`src/rtl/drr_pkg.sv`:
```
// Shared definitions for the DRR rank engine.
//  - Field widths of the class state and the PIFO rank word.
//  - drr_state_t: per-class {ovf, round, credit}.
//  - drr_req_t:   one latched rank request.
//  - pack_rank(): builds {1'b1, ovf, round, zero address field}.
package drr_pkg;

    localparam int DRR_CLASS_W    = 5;
    localparam int DRR_WEIGHT_W   = 16;
    localparam int DRR_OVF_W      = 1;
    localparam int DRR_ROUND_W    = 18;
    localparam int DRR_ADDR_W     = 12;
    localparam int DRR_RESULT_W   = 32;
    localparam int DRR_FIFO_DEPTH = 4;

    typedef struct packed {
        logic [DRR_OVF_W-1:0]    ovf;
        logic [DRR_ROUND_W-1:0]  round;
        logic [DRR_WEIGHT_W-1:0] credit;
    } drr_state_t;

    typedef struct packed {
        logic [DRR_CLASS_W-1:0]  cls;
        logic [DRR_WEIGHT_W-1:0] weight;
        logic [DRR_WEIGHT_W-1:0] quot;
        logic [DRR_WEIGHT_W-1:0] rem;
    } drr_req_t;

    function automatic logic [DRR_RESULT_W-1:0] pack_rank(
        input logic [DRR_OVF_W-1:0]   ovf,
        input logic [DRR_ROUND_W-1:0] round
    );
        return {1'b1, ovf, round, {DRR_ADDR_W{1'b0}}};
    endfunction

endpackage

```
`src/rtl/drr_out_fifo.sv`:
```
// Synchronous output FIFO for rank words.
// Ports:
//  clk, rstn         clock, asynchronous active-low reset (clears contents)
//  push, push_data   write one entry
//  pop               consume head entry when head_valid
//  head_valid        FIFO non-empty
//  head_data         current head entry; stable until popped
//  count             number of stored entries (0..DEPTH)
module drr_out_fifo #(
    parameter int WIDTH = 32,
    parameter int DEPTH = 4
) (
    input  logic                     clk,
    input  logic                     rstn,
    input  logic                     push,
    input  logic [WIDTH-1:0]         push_data,
    input  logic                     pop,
    output logic                     head_valid,
    output logic [WIDTH-1:0]         head_data,
    output logic [$clog2(DEPTH):0]   count
);

    localparam int AW = $clog2(DEPTH);
    localparam int CW = AW + 1;

    logic [WIDTH-1:0] mem [DEPTH];
    logic [AW-1:0]    wr_ptr;
    logic [AW-1:0]    rd_ptr;
    logic             do_push;
    logic             do_pop;

    assign do_pop     = pop && (count != '0);
    // A push into a full FIFO is legal when the head leaves the same cycle.
    assign do_push    = push && ((count != CW'(DEPTH)) || do_pop);
    assign head_valid = (count != '0);
    assign head_data  = mem[rd_ptr];

    always_ff @(posedge clk or negedge rstn) begin
        if (!rstn) begin
            for (int i = 0; i < DEPTH; i++) mem[i] <= '0;
            wr_ptr <= '0;
            rd_ptr <= '0;
            count  <= '0;
        end else begin
            if (do_push) begin
                mem[wr_ptr] <= push_data;
                wr_ptr      <= wr_ptr + AW'(1);
            end
            if (do_pop) rd_ptr <= rd_ptr + AW'(1);
            case ({do_push, do_pop})
                2'b10:   count <= count + CW'(1);
                2'b01:   count <= count - CW'(1);
                default: count <= count;
            endcase
        end
    end

endmodule

```
`src/rtl/drr_engine_v3.sv`:
```
// Pipelined DRR rank calculator feeding the PIFO insert path.
// Two register stages after the request handshake:
//  S0: request latched; class state read (with forwarding from S1 / clear).
//  S1: new state computed, written back, rank pushed into the output FIFO.
// Ports:
//  clk, rstn                    clock, asynchronous active-low reset
//  req_valid/req_ready          request handshake (class, weight, len/weight Q and R)
//  last_pifo_*                  PIFO head snapshot, registered on last_pifo_valid
//  clr_valid, clr_class_id      zero one class's state (always accepted)
//  resp_valid/resp_ready        output FIFO head handshake
//  resp_data                    {1'b1, ovf, round, zero address field}
module drr_engine_v3 import drr_pkg::*; #(
    parameter int CLASS_WIDTH         = DRR_CLASS_W,
    parameter int WEIGHT_WIDTH        = DRR_WEIGHT_W,
    parameter int PIFO_OVERFLOW_WIDTH = DRR_OVF_W,
    parameter int PIFO_ROUND_WIDTH    = DRR_ROUND_W,
    parameter int PIFO_ADDR_WIDTH     = DRR_ADDR_W,
    parameter int RESULT_WIDTH        = DRR_RESULT_W,
    parameter int OUT_FIFO_DEPTH      = DRR_FIFO_DEPTH
) (
    input  logic                           clk,
    input  logic                           rstn,
    input  logic                           req_valid,
    output logic                           req_ready,
    input  logic [CLASS_WIDTH-1:0]         req_class_id,
    input  logic [WEIGHT_WIDTH-1:0]        req_class_weight,
    input  logic [WEIGHT_WIDTH-1:0]        req_div_quotient,
    input  logic [WEIGHT_WIDTH-1:0]        req_div_remain,
    input  logic                           last_pifo_valid,
    input  logic [PIFO_OVERFLOW_WIDTH-1:0] last_pifo_overflow,
    input  logic [PIFO_ROUND_WIDTH-1:0]    last_pifo_round,
    input  logic                           clr_valid,
    input  logic [CLASS_WIDTH-1:0]         clr_class_id,
    output logic                           resp_valid,
    input  logic                           resp_ready,
    output logic [RESULT_WIDTH-1:0]        resp_data
);

    localparam int NUM_CLASSES = 1 << CLASS_WIDTH;
    localparam int STAGES      = 1;
    localparam int RW          = PIFO_ROUND_WIDTH;
    localparam int WW          = WEIGHT_WIDTH;
    localparam int OW          = PIFO_OVERFLOW_WIDTH;
    localparam int CNT_W       = $clog2(OUT_FIFO_DEPTH) + 1;

    // The state/request structs are sized by the package, so the
    // parameters must agree with it.
    if (RESULT_WIDTH != 1 + PIFO_OVERFLOW_WIDTH + PIFO_ROUND_WIDTH + PIFO_ADDR_WIDTH) begin : g_bad_result
        $error("drr_engine_v3: RESULT_WIDTH must equal 1+OVF+ROUND+ADDR");
    end
    if (CLASS_WIDTH != DRR_CLASS_W || WEIGHT_WIDTH != DRR_WEIGHT_W ||
        PIFO_OVERFLOW_WIDTH != DRR_OVF_W || PIFO_ROUND_WIDTH != DRR_ROUND_W ||
        PIFO_ADDR_WIDTH != DRR_ADDR_W || RESULT_WIDTH != DRR_RESULT_W) begin : g_bad_pkg
        $error("drr_engine_v3: parameters disagree with drr_pkg widths");
    end
    if (OUT_FIFO_DEPTH < 2 || (OUT_FIFO_DEPTH & (OUT_FIFO_DEPTH - 1)) != 0) begin : g_bad_depth
        $error("drr_engine_v3: OUT_FIFO_DEPTH must be a power of 2, >= 2");
    end

    drr_state_t            st_mem [NUM_CLASSES];
    logic [OW-1:0]         h_ovf;
    logic [RW-1:0]         h_round;
    logic [STAGES:0]       vld_pipe;      // [0]=S0 occupied, [1]=S1 occupied
    drr_req_t              s0_req;
    drr_req_t              s1_req;
    drr_state_t            s1_st;
    drr_state_t            s0_rd;
    drr_state_t            s1_nxt;
    logic                  rdy_en;
    logic                  accept;
    logic [CNT_W-1:0]      fifo_count;
    logic [CNT_W:0]        in_flight;
    logic                  stale;
    logic [RW:0]           sum;
    logic [WW-1:0]         gap;

    // Credit-based admission: every accepted request already owns a FIFO
    // slot, so the S1 push can never be refused.
    assign in_flight = {1'b0, fifo_count} + (CNT_W+1)'(vld_pipe[0]) + (CNT_W+1)'(vld_pipe[1]);
    assign req_ready = rdy_en && (in_flight < (CNT_W+1)'(OUT_FIFO_DEPTH));
    assign accept    = req_valid && req_ready;

    // S0 read. A clear landing this cycle zeroes the class at the same edge
    // S1 would write it, so it beats the S1 forward.
    always_comb begin
        s0_rd = st_mem[s0_req.cls];
        if (clr_valid && (clr_class_id == s0_req.cls))
            s0_rd = '0;
        else if (vld_pipe[1] && (s1_req.cls == s0_req.cls))
            s0_rd = s1_nxt;
    end

    // S1 compute.
    always_comb begin
        s1_nxt = s1_st;
        sum    = '0;
        gap    = '0;
        stale  = (s1_st.ovf != h_ovf) && (h_round < s1_st.round);
        if (stale) begin
            // Class state belongs to a previous epoch: restart at the head.
            s1_nxt.ovf    = h_ovf;
            s1_nxt.round  = h_round;
            s1_nxt.credit = s1_req.weight - WW'(1);
        end else begin
            if (s1_req.rem > s1_st.credit) begin
                // credit + W - R computed as W - (R - credit): both steps are
                // exact because R > credit and R < W.
                gap           = s1_req.rem - s1_st.credit;
                s1_nxt.credit = s1_req.weight - gap;
                sum           = {1'b0, s1_st.round} + (RW+1)'(s1_req.quot) + (RW+1)'(1);
            end else begin
                s1_nxt.credit = s1_st.credit - s1_req.rem;
                sum           = {1'b0, s1_st.round} + (RW+1)'(s1_req.quot);
            end
            if (sum[RW]) begin
                s1_nxt.round = sum[RW-1:0];
                s1_nxt.ovf   = s1_st.ovf + OW'(1);
            end else if (sum[RW-1:0] < h_round) begin
                // Lagging class catches up to the PIFO head.
                s1_nxt.round  = h_round;
                s1_nxt.credit = s1_req.weight - WW'(1);
            end else begin
                s1_nxt.round = sum[RW-1:0];
            end
        end
    end

    // Class state: S1 write-back, clear applied last so it wins.
    always_ff @(posedge clk or negedge rstn) begin
        if (!rstn) begin
            for (int i = 0; i < NUM_CLASSES; i++) st_mem[i] <= '0;
        end else begin
            if (vld_pipe[1]) st_mem[s1_req.cls] <= s1_nxt;
            if (clr_valid)   st_mem[clr_class_id] <= '0;
        end
    end

    // Pipeline registers and head snapshot.
    always_ff @(posedge clk or negedge rstn) begin
        if (!rstn) begin
            rdy_en   <= 1'b0;
            vld_pipe <= '0;
            s0_req   <= '0;
            s1_req   <= '0;
            s1_st    <= '0;
            h_ovf    <= '0;
            h_round  <= '0;
        end else begin
            rdy_en   <= 1'b1;
            vld_pipe <= {vld_pipe[STAGES-1:0], accept};
            if (accept) begin
                s0_req.cls    <= req_class_id;
                s0_req.weight <= req_class_weight;
                s0_req.quot   <= req_div_quotient;
                s0_req.rem    <= req_div_remain;
            end
            if (vld_pipe[0]) begin
                s1_req <= s0_req;
                s1_st  <= s0_rd;
            end
            if (last_pifo_valid) begin
                h_ovf   <= last_pifo_overflow;
                h_round <= last_pifo_round;
            end
        end
    end

    drr_out_fifo #(
        .WIDTH (RESULT_WIDTH),
        .DEPTH (OUT_FIFO_DEPTH)
    ) u_fifo (
        .clk        (clk),
        .rstn       (rstn),
        .push       (vld_pipe[1]),
        .push_data  (pack_rank(s1_nxt.ovf, s1_nxt.round)),
        .pop        (resp_ready),
        .head_valid (resp_valid),
        .head_data  (resp_data),
        .count      (fifo_count)
    );

endmodule

```
`config.mk`:
```
export PLATFORM = sky130hd
export DESIGN_NAME = drr_engine_v3
export DESIGN_NICKNAME = d
export VERILOG_FILES = /design/src/rtl/drr_pkg.sv /design/src/rtl/drr_out_fifo.sv /design/src/rtl/drr_engine_v3.sv
export SDC_FILE = /design/constraint.sdc
export NUM_CORES = 2
export LEC_CHECK = 0
export CAP_MARGIN = 20
export CORE_ASPECT_RATIO = 0.7
export CORE_MARGIN = 4
export CORE_UTILIZATION = 50
export CTS_BUF_LIST = sky130_fd_sc_hd__clkbuf_4
export DETAILED_ROUTE_END_ITERATION = 6
export GPL_TIMING_DRIVEN = 0
export PLACE_DENSITY = 0.65
export SLEW_MARGIN = 20
export SYNTH_ARGS = -nofsm -noshare
export SYNTH_HDL_FRONTEND = slang
export SYNTH_SLANG_ARGS = --single-unit
```
`constraint.sdc`:
```
create_clock -name clk -period 8 [get_ports clk]
set_input_delay 1.2 -clock clk [delete_from_list [all_inputs] [get_ports clk]]
set_output_delay 1.2 -clock clk [all_outputs]
set_load 0.005 [all_outputs]
```
==> metrics.md <==
| Metric | Value |
|---|---|
| Largest net degree at the start of global routing | 144 |
| Fillers | 12300 |
| Buffers on Ports | 100 |
| Yosys cell types | 85 |
| GRT Total Usage | 37.2% |
| Synth area leader | dfrtp_1 |
| Full die area | 146000 um^2 |
| Clk sinks | 1370 |
| Vias | 60400 |
| Max-slew violation count | 0 |
| Outcome | finished clean |
| Unrepaired setup endpoints after global routing | no |
| Final TNS setup | 0 ns |
| Clk Latency, worst-skew pair | 1.42 ns |
| Crit. End Element | register |
| Die height | 321 um |
| First-pass GRT wire length | 400 mm |
| Synth Cell Area | 70200 um^2 |
| Register area share after synthesis | 48.9% |
| Detailed Place HPWL | 216 mm |
| Worst Tran Pin Value | 1.29 ns |
| Crit path DAT | 8.99 ns |
| Adder-cell share of the synthesized area | 2.10% |
| CP Class | reg2reg |
| Avg Inst Size Synth | 10.6 um^2 |
| H-tree levels | 5 |
| Worst Setup Slack, final | 0.289 ns |
| Most common flop cell mapped by yosys | dfrtp_1 |
| Critical path peak fanout | 12 |
| Synth warnings | 0 |
| Clock Path Buffers | 4 |
| Initial Util | 50.6% |
| Total grt overflow | 0 |
| Worst setup SP type | register |
| Synth Area in XOR/XNOR | 1.07% |
| Hold Crit Class | in2reg |
| Num CTS Buffers | 353 |
| IO Pins | 117 |
| Initial antenna violation count | 28 |
| Synth area leaders | dfrtp_1 (49%), mux4_2 (12%), o211ai_1 (5.7%) |
| DR iter-0 viols | 8359 |
| DR vias/cell | 6.55 |
| Clock Skew | 0.124 ns |
| Crit path time final | 7.71 ns |
| Placed inst area | 74200 um^2 |
| Synthesis-stage register bit count | 1370 |
| Clk pin slew, worst setup/hold paths | 0.07 ns |
| Clk root buf | clkbuf_4 |
| Area growth from synthesis to layout | 12.3% |
| CP Data Required Time | 9.28 ns |
| Post-synthesis simple-gate area fraction | 8.58% |
| FP Rows | 114 |
| Max cap viols | 0 |
| Fmax | 0.130 GHz |
| CORE AREA | 139000 um^2 |
| Post-synth top area share | 48.9% |
| Part of the cycle the worst path needs | 96.4% |
| Die width | 456 um |
| DR DRC count | 0 |
| Fin nets | 7342 |
| Vias in the first global route | 58300 |
| Antenna-violating nets left | 0 |
| Post-synth top cells | dfrtp_1 (1370), nand2_1 (1050), a21oi_1 (757) |
| Worst slack, placed | -1.43 ns |
| Fraction of registers with async set/reset | 100% |
| Share of layout cells above drive strength 1 | 18.4% |
| Top-count cell post-synth | dfrtp_1 |
| CTS tree | done |
| Final WL | 276 mm |
| Mux cell area share after synthesis | 13.2% |
| Initial DRT Pass Iterations | 6 |
| Hold Violations, Final | 0 |
| Syn Inst Count | 6639 |
| Final instance area | 78800 um^2 |
| Mean routed wirelength per cell | 30.0 um |
| Number of synthesized flops with an enable pin | 0 |
| Synth Area in Compound Gates | 21.5% |
| Placer Congestion | 1.03 |
| Rel. slew slack | 13.7% |
| Final setup violation count | 0 |
| Largest family of logic cells by synthesized area | compound AO/OA/AOI/OAI gates |
| Hold_ws | 0.349 ns |
[critical path, cell delays in order, from the launching register on]
cell,delay (ns)
dfrtp_1,0.43
inv_1,0.09
ha_1,0.20
inv_1,0.11
fa_1,0.47
a211oi_2,0.25
o21ai_1,0.15
o2111a_1,0.38
o22ai_4,0.30
clkbuf_2,0.39
nand2_1,0.15
xnor2_2,0.66
clkbuf_1,0.54
ha_1,0.36
nand2_1,0.07
nor2_1,0.05
a221oi_1,0.24
o21ai_0,0.18
a2111oi_1,0.43
a21o_1,0.18
buf_4,0.22
o31a_1,0.17
buf_4,0.16
buf_6,0.25
buf_4,0.42
buf_2,0.44
o211ai_1,0.13
a21oi_1,0.17
[cell usage in the layout, fill, tap and decap left out, drive strengths merged, types with 17 or more instances in the layout]
| cell type | netlist | routed |
|---|---|---|
| inv | 129 | 132 |
| clkinv | 0 | 62 |
| o31ai | 47 | 47 |
| mux2i | 57 | 57 |
| clkbuf | 417 | 900 |
| o311ai | 18 | 18 |
| nand3 | 17 | 17 |
| a32oi | 32 | 32 |
| xnor2 | 57 | 57 |
| mux4 | 370 | 370 |
| ha | 89 | 89 |
| dfrtp | 1370 | 1370 |
| nand2 | 1050 | 1050 |
| buf | 238 | 281 |
| a21oi | 845 | 845 |
| nor2 | 308 | 308 |
| fa | 18 | 18 |
| clkdlybuf4s50 | 0 | 99 |
| mux2 | 24 | 24 |
| nor3 | 17 | 17 |
| xor2 | 28 | 28 |
| a22o | 64 | 64 |
| o21ai | 504 | 504 |
| a21o | 18 | 18 |
| o211ai | 532 | 532 |
| o221ai | 22 | 22 |
| a211oi | 130 | 130 |
| a32o | 64 | 64 |
[final timing paths]
path | startpoint | end | slack [ns] | depth (start not counted)
worst max-delay path | s1_st[0]$_DFFE_PN0P_ | register | 0.29 | 27
worst min-delay path | req_class_id[1] | s0_req[49]$_DFFE_PN0P_ | 0.35 | 3
worst max register to register | s1_st[0]$_DFFE_PN0P_ | register | 0.29 | 27
worst min register to register | vld_pipe[0]$_DFF_PN0_ | vld_pipe[1]$_DFF_PN0_ | 0.37 | 0
max in group asynchronous | rstn | async pin | 4.68 | 6
min in group asynchronous | rstn | async pin | 0.47 | 2
[per-layer routing]
| metal | part of all wire (%) | GRT usage, % | wire length [um] | vias to the layer above |
|---|---|---|---|---|
| met2 | 40 | 50.0 | 111000 | 3809 |
| met4 | 2.9 | 11.2 | 7900 | 24 |
| met5 | 0.10 | 1.25 | 278 | - |
| met1 | 42 | 52.9 | 115000 | 30600 |
| li1 | - | - | - | 25500 |
| met3 | 15 | 17.9 | 42600 | 480 |
[through the flow]
| stage | util (%) | cells |
|---|---|---|
| final | 56.8 | 9219 |
| after global routing | 56.8 | 9211 |
| after CTS | 56.6 | 9194 |
| after detailed placement | 53.5 | 8629 |
| after global placement | 53.0 | 8606 |
| after floorplan | - | 6650 |
[cell type report]
cell class              count  area [um^2]  share of cell area [%]
diodes                     15         37.5                  0.0476
flip-flops and latches   1370        34300                    43.5
inverters                 129          484                   0.615
repair buffers            147         1750                    2.22
clock inverters            72          472                   0.599
clock buffers             479         3600                    4.56
plain buffers             655         2910                    3.69
multi-input cells        4496        32900                    41.8
well taps                1856         2320                    2.95
[what timing repair did]
action | 4_1_cts | 5_1_grt
hold buffers | 1 | 0
resized for setup | 21 | 13
pin swaps | 0 | 1
endpoints found under the hold margin | 95 | 0
setup endpoints to repair | 1194 | 1026
setup buffers | 13 | 6
[kinds of logic (layout without fill, tap and decap cells)]
family	count (synthesis)	after routing
AO/OA/AOI/OAI	2340	2340
other	2	28
AND/OR/NAND/NOR	1500	1500
XOR/XNOR	85	85
multiplexers	451	451
flip-flops	1370	1370
adder cells (fa/ha/maj)	107	107
buffers and inverters	784	1482
Power is not shown: default switching activity piles up to over one toggle a cycle in this logic, so the estimate is an artifact.
